`config.mk`:
```
export PLATFORM = sky130hd
export DESIGN_NAME = mips_multiciclo_control_fsm
export DESIGN_NICKNAME = d
export VERILOG_FILES = /design/src/rtl/mips_ctrl_pkg.sv /design/src/rtl/mips_ctrl_out_decode.sv /design/src/rtl/mips_multiciclo_control_fsm.sv
export SDC_FILE = /design/constraint.sdc
export NUM_CORES = 1
export LEC_CHECK = 0
export BUFFER_PORTS_ARGS = -buffer_cell sky130_fd_sc_hd__buf_2
export CAP_MARGIN = 0
export CORE_MARGIN = 4
export CORE_UTILIZATION = 47
export DETAILED_ROUTE_END_ITERATION = 10
export PLACE_DENSITY = 0.82
export SLEW_MARGIN = 20
export SYNTH_ARGS = -nofsm -noshare
export SYNTH_HDL_FRONTEND = slang
export SYNTH_SLANG_ARGS = --single-unit
```
`constraint.sdc`:
```
create_clock -name clk -period 1.5 [get_ports clk]
set_input_delay 0.075 -clock clk [delete_from_list [all_inputs] [get_ports clk]]
set_output_delay 0.075 -clock clk [all_outputs]
set_load 0.02 [all_outputs]
```
`src/rtl/mips_ctrl_pkg.sv`:
```
// ---------------------------------------------------------------------------
// mips_ctrl_pkg : shared states, opcodes and alu_op codes of the MIPS control
// Revision: 1.0
// ---------------------------------------------------------------------------
`default_nettype none

package mips_ctrl_pkg;

  localparam int OPC_W = 6;
  localparam int ALU_W = 3;

  typedef enum logic [3:0] {
    ST_IDLE      = 4'd0,
    ST_FETCH     = 4'd1,
    ST_DECODE    = 4'd2,
    ST_MEM_ADDR  = 4'd3,
    ST_MEM_READ  = 4'd4,
    ST_MEM_WB    = 4'd5,
    ST_MEM_WRITE = 4'd6,
    ST_R_EXEC    = 4'd7,
    ST_R_WB      = 4'd8,
    ST_BRANCH    = 4'd9,
    ST_JUMP      = 4'd10,
    ST_I_EXEC    = 4'd11,
    ST_I_WB      = 4'd12,
    ST_TRAP      = 4'd15
  } state_t;

  localparam logic [OPC_W-1:0] OP_RTYPE = 6'b000000;
  localparam logic [OPC_W-1:0] OP_LW    = 6'b100011;
  localparam logic [OPC_W-1:0] OP_SW    = 6'b101011;
  localparam logic [OPC_W-1:0] OP_BEQ   = 6'b000100;
  localparam logic [OPC_W-1:0] OP_J     = 6'b000010;
  localparam logic [OPC_W-1:0] OP_ADDI  = 6'b001000;
  localparam logic [OPC_W-1:0] OP_ANDI  = 6'b001100;
  localparam logic [OPC_W-1:0] OP_ORI   = 6'b001101;
  localparam logic [OPC_W-1:0] OP_SLTI  = 6'b001010;

  localparam logic [ALU_W-1:0] ALUOP_ADD   = 3'b000;
  localparam logic [ALU_W-1:0] ALUOP_SUB   = 3'b001;
  localparam logic [ALU_W-1:0] ALUOP_FUNCT = 3'b010;
  localparam logic [ALU_W-1:0] ALUOP_OR    = 3'b011;
  localparam logic [ALU_W-1:0] ALUOP_SLT   = 3'b100;
  localparam logic [ALU_W-1:0] ALUOP_AND   = 3'b101;

  typedef struct packed {
    logic             pc_write;
    logic             pc_write_cond;
    logic             i_or_d;
    logic             mem_read;
    logic             mem_write;
    logic             ir_write;
    logic             mem_to_reg;
    logic             reg_dst;
    logic             reg_write;
    logic             alu_src_a;
    logic [1:0]       alu_src_b;
    logic [1:0]       pc_source;
    logic [ALU_W-1:0] alu_op;
    logic             illegal_op;
  } ctrl_t;

  function automatic logic [ALU_W-1:0] imm_alu_op(input logic [OPC_W-1:0] op);
    case (op)
      OP_ANDI: imm_alu_op = ALUOP_AND;
      OP_ORI:  imm_alu_op = ALUOP_OR;
      OP_SLTI: imm_alu_op = ALUOP_SLT;
      default: imm_alu_op = ALUOP_ADD;
    endcase
  endfunction

endpackage

`default_nettype wire

```
`src/rtl/mips_ctrl_out_decode.sv`:
```
// ---------------------------------------------------------------------------
// mips_ctrl_out_decode : state -> datapath control decoder (Moore, plus the
// mem_ready-qualified FETCH loads)
// Revision: 1.0
// ---------------------------------------------------------------------------
`default_nettype none

module mips_ctrl_out_decode
  import mips_ctrl_pkg::*;
(
  input  state_t           state,
  input  logic             mem_ready,
  input  logic [OPC_W-1:0] op_latched,
  output ctrl_t            ctrl
);

  always_comb begin
    ctrl = '0;
    case (state)
      ST_FETCH: begin
        ctrl.mem_read  = 1'b1;
        ctrl.alu_src_b = 2'b01;
        ctrl.ir_write  = mem_ready;
        ctrl.pc_write  = mem_ready;
      end
      ST_DECODE: begin
        ctrl.alu_src_b = 2'b11;
      end
      ST_MEM_ADDR: begin
        ctrl.alu_src_a = 1'b1;
        ctrl.alu_src_b = 2'b10;
      end
      ST_MEM_READ: begin
        ctrl.mem_read = 1'b1;
        ctrl.i_or_d   = 1'b1;
      end
      ST_MEM_WB: begin
        ctrl.reg_write  = 1'b1;
        ctrl.mem_to_reg = 1'b1;
      end
      ST_MEM_WRITE: begin
        ctrl.mem_write = 1'b1;
        ctrl.i_or_d    = 1'b1;
      end
      ST_R_EXEC: begin
        ctrl.alu_src_a = 1'b1;
        ctrl.alu_op    = ALUOP_FUNCT;
      end
      ST_R_WB: begin
        ctrl.reg_write = 1'b1;
        ctrl.reg_dst   = 1'b1;
      end
      ST_BRANCH: begin
        // PC load is gated by the ALU zero flag inside the datapath
        ctrl.alu_src_a     = 1'b1;
        ctrl.alu_op        = ALUOP_SUB;
        ctrl.pc_write_cond = 1'b1;
        ctrl.pc_source     = 2'b01;
      end
      ST_JUMP: begin
        ctrl.pc_write  = 1'b1;
        ctrl.pc_source = 2'b10;
      end
      ST_I_EXEC: begin
        ctrl.alu_src_a = 1'b1;
        ctrl.alu_src_b = 2'b10;
        ctrl.alu_op    = imm_alu_op(op_latched);
      end
      ST_I_WB: begin
        ctrl.reg_write = 1'b1;
      end
      ST_TRAP: begin
        ctrl.illegal_op = 1'b1;
      end
      default: ;
    endcase
  end

endmodule

`default_nettype wire

```
`src/rtl/mips_multiciclo_control_fsm.sv`:
```
// ---------------------------------------------------------------------------
// mips_multiciclo_control_fsm : multicycle MIPS main control FSM
// Revision: 1.0
// ---------------------------------------------------------------------------
`default_nettype none

module mips_multiciclo_control_fsm
  import mips_ctrl_pkg::*;
#(
  parameter int OPCODE_W = 6,
  parameter int ALUOP_W  = 3
) (
  input  logic                clk,
  input  logic                reset_n,
  input  logic [OPCODE_W-1:0] opcode,
  input  logic                zero,
  input  logic                mem_ready,
  output logic                pc_write,
  output logic                pc_write_cond,
  output logic                i_or_d,
  output logic                mem_read,
  output logic                mem_write,
  output logic                ir_write,
  output logic                mem_to_reg,
  output logic                reg_dst,
  output logic                reg_write,
  output logic                alu_src_a,
  output logic [1:0]          alu_src_b,
  output logic [1:0]          pc_source,
  output logic [ALUOP_W-1:0]  alu_op,
  output logic [3:0]          state_o,
  output logic                illegal_op
);

  state_t              state_q, state_d;
  logic [OPCODE_W-1:0] op_q, op_d;
  ctrl_t               ctrl;

  always_ff @(posedge clk or negedge reset_n) begin
    if (!reset_n) begin
      state_q <= ST_IDLE;
      op_q    <= '0;
    end else begin
      state_q <= state_d;
      op_q    <= op_d;
    end
  end

  // Opcode captured on DECODE exit keeps later-state decode stable
  always_comb begin
    op_d = op_q;
    if (state_q == ST_DECODE) op_d = opcode;
  end

  always_comb begin
    state_d = state_q;
    case (state_q)
      ST_IDLE:      state_d = ST_FETCH;
      ST_FETCH:     if (mem_ready) state_d = ST_DECODE;
      ST_DECODE: begin
        case (opcode)
          OP_RTYPE:                          state_d = ST_R_EXEC;
          OP_LW, OP_SW:                      state_d = ST_MEM_ADDR;
          OP_BEQ:                            state_d = ST_BRANCH;
          OP_J:                              state_d = ST_JUMP;
          OP_ADDI, OP_ANDI, OP_ORI, OP_SLTI: state_d = ST_I_EXEC;
          default:                           state_d = ST_TRAP;
        endcase
      end
      ST_MEM_ADDR:  state_d = (op_q == OP_LW) ? ST_MEM_READ : ST_MEM_WRITE;
      ST_MEM_READ:  if (mem_ready) state_d = ST_MEM_WB;
      ST_MEM_WB:    state_d = ST_FETCH;
      ST_MEM_WRITE: if (mem_ready) state_d = ST_FETCH;
      ST_R_EXEC:    state_d = ST_R_WB;
      ST_R_WB:      state_d = ST_FETCH;
      ST_BRANCH:    state_d = ST_FETCH;
      ST_JUMP:      state_d = ST_FETCH;
      ST_I_EXEC:    state_d = ST_I_WB;
      ST_I_WB:      state_d = ST_FETCH;
      ST_TRAP:      state_d = ST_TRAP;
      default:      state_d = ST_TRAP;
    endcase
  end

  mips_ctrl_out_decode u_out_decode (
    .state      (state_q),
    .mem_ready  (mem_ready),
    .op_latched (op_q),
    .ctrl       (ctrl)
  );

  assign pc_write      = ctrl.pc_write;
  assign pc_write_cond = ctrl.pc_write_cond;
  assign i_or_d        = ctrl.i_or_d;
  assign mem_read      = ctrl.mem_read;
  assign mem_write     = ctrl.mem_write;
  assign ir_write      = ctrl.ir_write;
  assign mem_to_reg    = ctrl.mem_to_reg;
  assign reg_dst       = ctrl.reg_dst;
  assign reg_write     = ctrl.reg_write;
  assign alu_src_a     = ctrl.alu_src_a;
  assign alu_src_b     = ctrl.alu_src_b;
  assign pc_source     = ctrl.pc_source;
  assign alu_op        = ctrl.alu_op;
  assign illegal_op    = ctrl.illegal_op;
  assign state_o       = state_q;

endmodule

`default_nettype wire

```
Word-level counts from Yosys, hierarchy flattened
Index checks and enable logic that the tools add are counted.
- bits of input ports: 10
- flip-flop bits (word level): 10
- word-level logic and storage cells: 62
- output and inout port bits: 22
- mux-type cells: 21
- eq/ne operators: 28
- reductions and logical operators: 11
- operators with widths (operator ; count):
    $eq A6 B4 Y1 const B ; 7
    $pmux W4 S8 ; 1
    $eq A4 B4 Y1 const B ; 6
    $pmux W4 S5 ; 1
    $eq A6 B6 Y1 const B ; 3
    $pmux W3 S3 ; 2
    $eq A4 B3 Y1 const B ; 4
    $mux W4 ; 3
    $mux W1 ; 10
    $eq A4 B2 Y1 const B ; 2
    $reduce_or A2 Y1 ; 4
    $reduce_or A4 Y1 ; 2
    $eq A6 B2 Y1 const B ; 1
    $eq A6 B3 Y1 const B ; 1
    $logic_not A6 Y1 ; 1
    $ne A2 B2 Y1 const B ; 3
    $pmux W2 S3 ; 1
    $reduce_or A6 Y1 ; 1
    $eq A4 B1 Y1 const B ; 1
    $logic_not A4 Y1 ; 1
    $pmux W2 S2 ; 1
    $reduce_and A3 Y1 ; 1
    $reduce_or A3 Y1 ; 1
    $mux W2 ; 1
    $pmux W1 S2 ; 1

Longest topological paths before layout
Gate-level depths: netlist (run 1).
- depth in word-level cells: 4
- depth in mapped cells: 6
- depth with buffers taken out: 5

Hierarchy
A second synthesis (run 1) with hierarchy kept.
- cell total of the unflattened synthesis: 96
- area total of the unflattened synthesis: 879.6 um2
- by module, submodules not included (module ; times used ; seq. area each (um2) ; area each (um2) ; cells an instance):
    mips_multiciclo_control_fsm ; 1 ; 250.2 ; 615.6 ; 55
    mips_ctrl_out_decode ; 1 ; 0.0 ; 264.0 ; 41

Worst setup path before layout (run 1)
Ideal clock, no wire load.
- path type: register to output
- start: register state_q[3], in the netlist state_o[3]
- end: output alu_op[1]
- stages on the path, launching flop included: 6
- required time: 1.425 ns
- setup slack: -0.240 ns
- data arrival time: 1.665 ns
- path buffers: 1
- path through: dfrtp_1 -> buf_4 -> nand2b_1 -> nor2_1 -> nand3_1 -> o32ai_1
- word-level cells in the longest chain between the ends: 2
- elaborated cells on any way between the ends: 4
- those cells by class: eq/ne: 3; mux: 1
- RTL lines (element ; line ; source):
    start, declared ; mips_multiciclo_control_fsm.sv:35 ; state_t state_q, state_d;
    start signal, assigned ; mips_multiciclo_control_fsm.sv:44 ; state_q <= state_d;
    $eq A4 B4 Y1 or $eq A4 B3 Y1 (tied branches) ; mips_ctrl_out_decode.sv:19 ; case (state)
    $pmux W3 S3 (*) ; mips_ctrl_out_decode.sv:19 ;
    end, declared ; mips_multiciclo_control_fsm.sv:30 ; output logic [ALUOP_W-1:0] alu_op,
Every way passes the cells marked *; elsewhere a longest branch is shown, timed or not.

Final worst setup path (run 1)
- start: register state_q[3], in the netlist state_o[3]
- end: output pc_write
- word-level cells in the longest chain between the ends: 2
- elaborated cells on any way between the ends: 3
- those cells by class: eq/ne: 2; mux: 1
- RTL lines (element ; line ; source):
    $eq A4 B4 Y1 or $eq A4 B1 Y1 (tied branches) ; mips_ctrl_out_decode.sv:19 ;
    $pmux W1 S2 (*) ; mips_ctrl_out_decode.sv:19 ;
    end, declared ; mips_multiciclo_control_fsm.sv:18 ; output logic pc_write,
Marks and branches as above.

==> flow_summary.toml, run 1 <==
[global_route]
grt_overflow = 0
track_usage_pct = 21.1
grt_max_degree = 12
antenna_found_initial = 0
grt_pass1_vias = 851
grt_pass1_wl_mm = 4.03

[place]
dp_hpwl_mm = 1.69
dp_slack_ps = 22.8
routabilityCongestion = 0.794
dpl_cell_area_um2 = 1050
place_inst = 146
port_buffers = 30

[synth]
ys_ff_latch = 10
avgSynthCellArea_um2 = 8.55
ys_seq_area_share_pct = 30.5
syn_inst = 96
ys_warn_count = 0
ys_types = 38
synth_nets = 106
syn_area_um2 = 821

[sta]
fmax_ghz = 0.615
rsz0062_at_grt = "true"
fin_crit_sh_pct = 108
worst_slack_ps = -125
fin_skew_ps = 9.03
final.setup.tns_ps = -697
finalCriticalPeriod_ps = 1630
max-slew-margin-rel_pct = 74.3
setup_violations = 13
hold_ws_ps = 92.1
hold_viol_final = 0
slew_violations = 0
max_slew.worst_pin.slew_ps = 380

[floorplanning]
rows = 14
die_width_um = 49.8
start_util_pct = 52.1
die-area_um2 = 2480
chipHeight_um = 49.8
io_pins = 32
core-area_um2 = 1580

[clock_network]
clock_sinks = 10
clk_pin_slew_ps = 80
clockBufferDepth = 2
ctsHtreeMaxLevel = 1
cts-buffers-inserted = 3
cts_tree = "done"
worstSkewPairLatency_ps = 290
root_buffer = "clkbuf_4"

[power]
p_leak_nw = 0.607
p_per_area_nw_per_um2 = 2430
peakVddDrop_v = 0.00143

[critical_path]
cp-start-kind = "flop"
critPathMaxFanout = 6
arrival_ps = 1550
end_kind = "output pin"
crit_required_ps = 1420
crit_type = "flop to output pin"

[drt]
firstDrtPassIters = 4
routedWlPerCell_um = 20.6
drcViolationCount = 0
viasPerCell = 6.33
vias = 1025
drt-total-wl_mm = 3.35
ant_nets = 0
drtIter0Drc = 30

[cells_and_area]
antenna_cells = 0
drive_gt1_share_pct = 64.4
fin_nets = 157
syn_to_final_growth_pct = 68.0
final_cells = 162
final_area_um2 = 1380

[hold_path]
hp-class = "input pin to flop"

[outcome]
violations = "setup timing"
outcome = "finished with violations"

[job]
cap_viol_max_count = 0
what timing repair did:
item                                    CTS  global route
hold buffers                              1             0
pin swaps                                 3             4
endpoints found under the hold margin    10             0
buffers inserted                          6             5
resized for setup                        16            36
endpoints found under the setup margin   10            21
power breakdown:
| part | total, W | internal (W) | switching, W |
|---|---|---|---|
| combinational | 0.00251 | 0.00116 | 0.00135 |
| clock | 0.000263 | 0.000148 | 0.000115 |
| sequential | 0.000575 | 0.000413 | 0.000162 |
per-layer routing:
layer | track usage, % | vias up | routed length, µm
li1 | - | 458 | -
met5 | 0 | - | 0
met3 | 2.11 | 15 | 226
met1 | 25.6 | 491 | 1270
met4 | 12.0 | 0 | 167
met2 | 36.1 | 61 | 1680
cell type report:
cell class	count	area, µm²
multi-input cells	78	662
flip-flops and latches	10	254
clock buffers	4	36.3
repair buffers	52	397
well taps	16	20.0
inverters	2	10.0
fillers	73	198
flip-flops by register name (all words and copies together), names as in the netlist:
name / count
op_q: 6
state_o: 4
stage by stage:
step	utilization, %	power [W]
global placement	66.8	0.00218
finish	87.5	0.00335
floorplan	-	0.00175
detailed placement	66.8	0.00224
global route	87.5	0.00350
CTS	75.9	0.00271
worst paths after layout:
check | start | end | slack, ps | cells past startpoint
worst min register to register | op_q[5] | op_q[5] | 560 | 1
min in group asynchronous | reset_n | state_o[0] | 200 | 2
worst max register to register | state_o[1] | state_o[1] | -70 | 6
max in group asynchronous | reset_n | state_o[3] | 1090 | 2
worst max-delay path | state_o[3] | pc_write | -130 | 5
worst min-delay path | opcode[0] | op_q[0] | 90 | 3
synth_stat cells:
| cell type | count | share of area, % |
|---|---|---|
| a21boi_0 | 1 | 0.91 |
| a21oi_1 | 4 | 2.4 |
| a21oi_2 | 1 | 1.1 |
| a221oi_2 | 2 | 3.7 |
| a22o_1 | 1 | 1.1 |
| a31o_1 | 1 | 1.1 |
| a31oi_1 | 3 | 2.3 |
| and3_1 | 1 | 0.76 |
| and3b_1 | 1 | 1.1 |
| buf_2 | 1 | 0.61 |
| buf_4 | 5 | 4.6 |
| dfrtp_1 | 10 | 30 |
| inv_1 | 1 | 0.46 |
| inv_4 | 1 | 0.76 |
| mux2_2 | 5 | 6.9 |
| nand2_1 | 8 | 3.7 |
| nand2_2 | 1 | 0.76 |
| nand2b_1 | 4 | 3.0 |
| nand3_1 | 3 | 1.8 |
| nand3b_1 | 1 | 0.91 |
| nand4_1 | 1 | 0.76 |
| nor2_1 | 12 | 5.5 |
| nor2b_1 | 2 | 1.5 |
| nor3_1 | 6 | 3.7 |
| nor3_4 | 1 | 2.0 |
| nor3b_1 | 2 | 1.8 |
| nor4_1 | 1 | 0.76 |
| nor4b_1 | 1 | 1.1 |
| nor4b_2 | 1 | 1.8 |
| o21ai_0 | 3 | 1.8 |
| o22ai_1 | 2 | 1.5 |
| o311ai_0 | 1 | 1.1 |
| o31ai_1 | 2 | 1.8 |
| o32a_1 | 1 | 1.2 |
| o32ai_1 | 1 | 1.1 |
| or2_4 | 1 | 1.1 |
| xnor2_1 | 2 | 2.1 |
| xor2_1 | 1 | 1.1 |
worst max-delay path: stages, from the launching register on:
cell,delay [ps]
dfrtp_2,470
buf_6,150
nor2_4,160
nand2_2,110
o22ai_1,180
buf_4,180
cells in the final DEF (no fill, tap or decap), types with 2 or more instances in the layout:
cell type	count
buf_2	20
buf_4	19
nor3_2	2
nand2_2	6
nor2_1	9
o22ai_1	2
dfrtp_1	7
clkbuf_4	3
nand3_1	2
mux2_2	4
a221oi_2	2
a21oi_1	3
a21oi_2	2
a31oi_1	3
buf_6	11
nor3b_1	2
dfrtp_2	3
o31ai_4	2
nor3_1	4
nand2_1	2
nand2b_4	2
o21ai_0	3
nor2_4	2
logic make-up (layout without fill, tap and decap cells):
logic type	Yosys count	count (layout)	synth area share [%]
simple gates	47	47	32.0
compound gates	23	23	21.0
flops	10	10	30.5
buf+inv	8	58	6.40
mux	5	5	6.86
xor+xnor	3	3	3.20
Note: power is estimated with default switching activity, not from simulation.
==> run 2, diff against run 1 <==
- clock period: 1.5 -> 1.6 ns (I/O delays scaled with it)
==> run 2 against run 1 <==
  * The flow now finishes without violations
  * Setup slack gained 180 ps
  * Global-route usage shrank 2.6 points
  * Utilization shrank 15 points
  * Sequential power shrank 4.2%
  * Critical path depth is the same
  * Cell count shrank 6.2%
  * Flip-flop and latch count is the same
  * Largest power group unchanged
  * Largest cell class unchanged
==> flow_summary.toml, run 2 (synthesis gave the netlist of run 1 again) <==
[outcome]
outcome = "completed"

[clock_network]
clock_sinks = 10
cts_tree = "done"
root_buffer = "clkbuf_4"
clockBufferDepth = 2
cts-buffers-inserted = 3
worstSkewPairLatency_ps = 270
clk_pin_slew_ps = 60
ctsHtreeMaxLevel = 1

[critical_path]
path_cells = "nand2b_4 > nor2_4 > nand3_2 > o32ai_2 > buf_4"
crit_cells = 5
cpPeakStageDelay_ps = 440
worstRegToRegCells = 5
arrival_ps = 1470
path_buf_inv = 1
crit_required_ps = 1520
critPathMaxFanout = 4
crit_start = "state_o[2]"
rr_startpoint = "state_o[3]"
crit_type = "flop to output pin"
cp_slowest_cell = "dfrtp_2"
cp-start-kind = "flop"
end_kind = "output pin"
cp_top_family = "flip-flops"

[cells_and_area]
final_cells = 152
final_common_cell = "buf_2"
regMostFlops = "op_q"
fin_nets = 148
largest_register_ffs = 6
antenna_cells = 0
drive_gt1_share_pct = 51.5
syn_to_final_growth_pct = 39.3
layout_common_cells = "28 x buf_2, 12 x buf_4, 10 x nor2_1, 8 x nand2_1, 7 x dfrtp_1"

[drt]
drt-total-wl_mm = 2.24
drtIter0Drc = 14
drcViolationCount = 0
vias = 900
firstDrtPassIters = 4
routedWlPerCell_um = 14.7
ant_nets = 0
viasPerCell = 5.92

[power]
finalPower_w = 0.00240
peakVddDrop_v = 0.000930
p_per_area_nw_per_um2 = 2100
p_leak_nw = 0.509

[sta]
max-slew-margin-rel_pct = 71.8
hold_viol_final = 0
hold_ws_ps = 88.5
finalCriticalPeriod_ps = 1550
setup_violations = 0
max_slew.worst_pin.slew_ps = 417
fin_skew_ps = 0.341
worst_slack_ps = 50.8
fin_crit_sh_pct = 96.8
slew_violations = 0
fmax_ghz = 0.646

[place]
dp_hpwl_mm = 1.65
place_inst = 145
dp_slack_ps = 107
routabilityCongestion = 0.864
port_buffers = 30

[global_route]
track_usage_pct = 18.5
grt_overflow = 0
antenna_found_initial = 0
grt_pass1_wl_mm = 3.66
grt_pass1_vias = 858
grt_max_degree = 15

[floorplanning]
start_util_pct = 52.1
io_pins = 32
die-area_um2 = 2480
core-area_um2 = 1580
chipHeight_um = 49.8
die_width_um = 49.8
rows = 14

[hold_path]
min_from = "opcode[3]"
hp-class = "input pin to flop"
min_path_cells = 2

[job]
cap_viol_max_count = 0
## run 2: cell count changes in the layout (fill, tap and decap cells not counted), moves of 2 or more
cell / before / now
buf_6: 11 / 1
buf_2: 20 / 28
buf_4: 19 / 12
nand2_1: 2 / 8
nand2_2: 6 / 1
o31ai_1: 0 / 2
o31ai_4: 2 / 0
## run 2: power by group
| group | switching (W) | internal, W |
|---|---|---|
| Combinational | 0.000920 | 0.000758 |
| Sequential | 0.000164 | 0.000387 |
| Clock | 0.0000853 | 0.0000870 |
## run 2: worst paths after layout
kind                              endpoint  slack (ps)
max in group asynchronous       state_o[2]        1160
worst max-delay path             alu_op[1]          50
worst min-delay path               op_q[3]          90
worst max register to register  state_o[1]         120
worst min register to register     op_q[4]         540
min in group asynchronous          op_q[3]         230
## run 2: worst reg2reg max path, cell delays in order, from the launching register on
cell,delay (ps)
dfrtp_2,490
or2_4,280
o31ai_1,230
a22o_1,190
a31o_1,100
o32a_1,130
## run 2: layout make-up
cell class	instances	area (µm²)
multi-input combinational	78	566
fill	120	433
timing repair buffer	43	272
sequential	10	254
clock buffer	3	22.5
tap	16	20.0
inverter	2	10.0
## run 2: metrics by stage
| step | utilization, % | TNS [ps] | instance area, µm² |
|---|---|---|---|
| floorplan | - | 0 | 833 |
| global placement | 65.2 | 0 | 1030 |
| detailed placement | 65.2 | 0 | 1030 |
| CTS | 68.9 | 0 | 1090 |
| global route | 72.5 | -1.70 | 1140 |
| finish | 72.5 | 0 | 1140 |
## run 2: layer usage
layer	vias up	part of all wire, %	track usage (%)
met5	-	0	0
met4	0	0.85	6.45
met3	4	5.7	2.41
met2	35	49	34.4
met1	424	44	21.4
li1	437	-	-
## run 2: timing repair
action | CTS | global route
hold buffers | 1 | 0
endpoints found under the setup margin | 4 | 14
pin swaps | 2 | 3
hold endpoints to repair | 10 | 0
resized for setup | 4 | 11
buffers inserted | 2 | 1
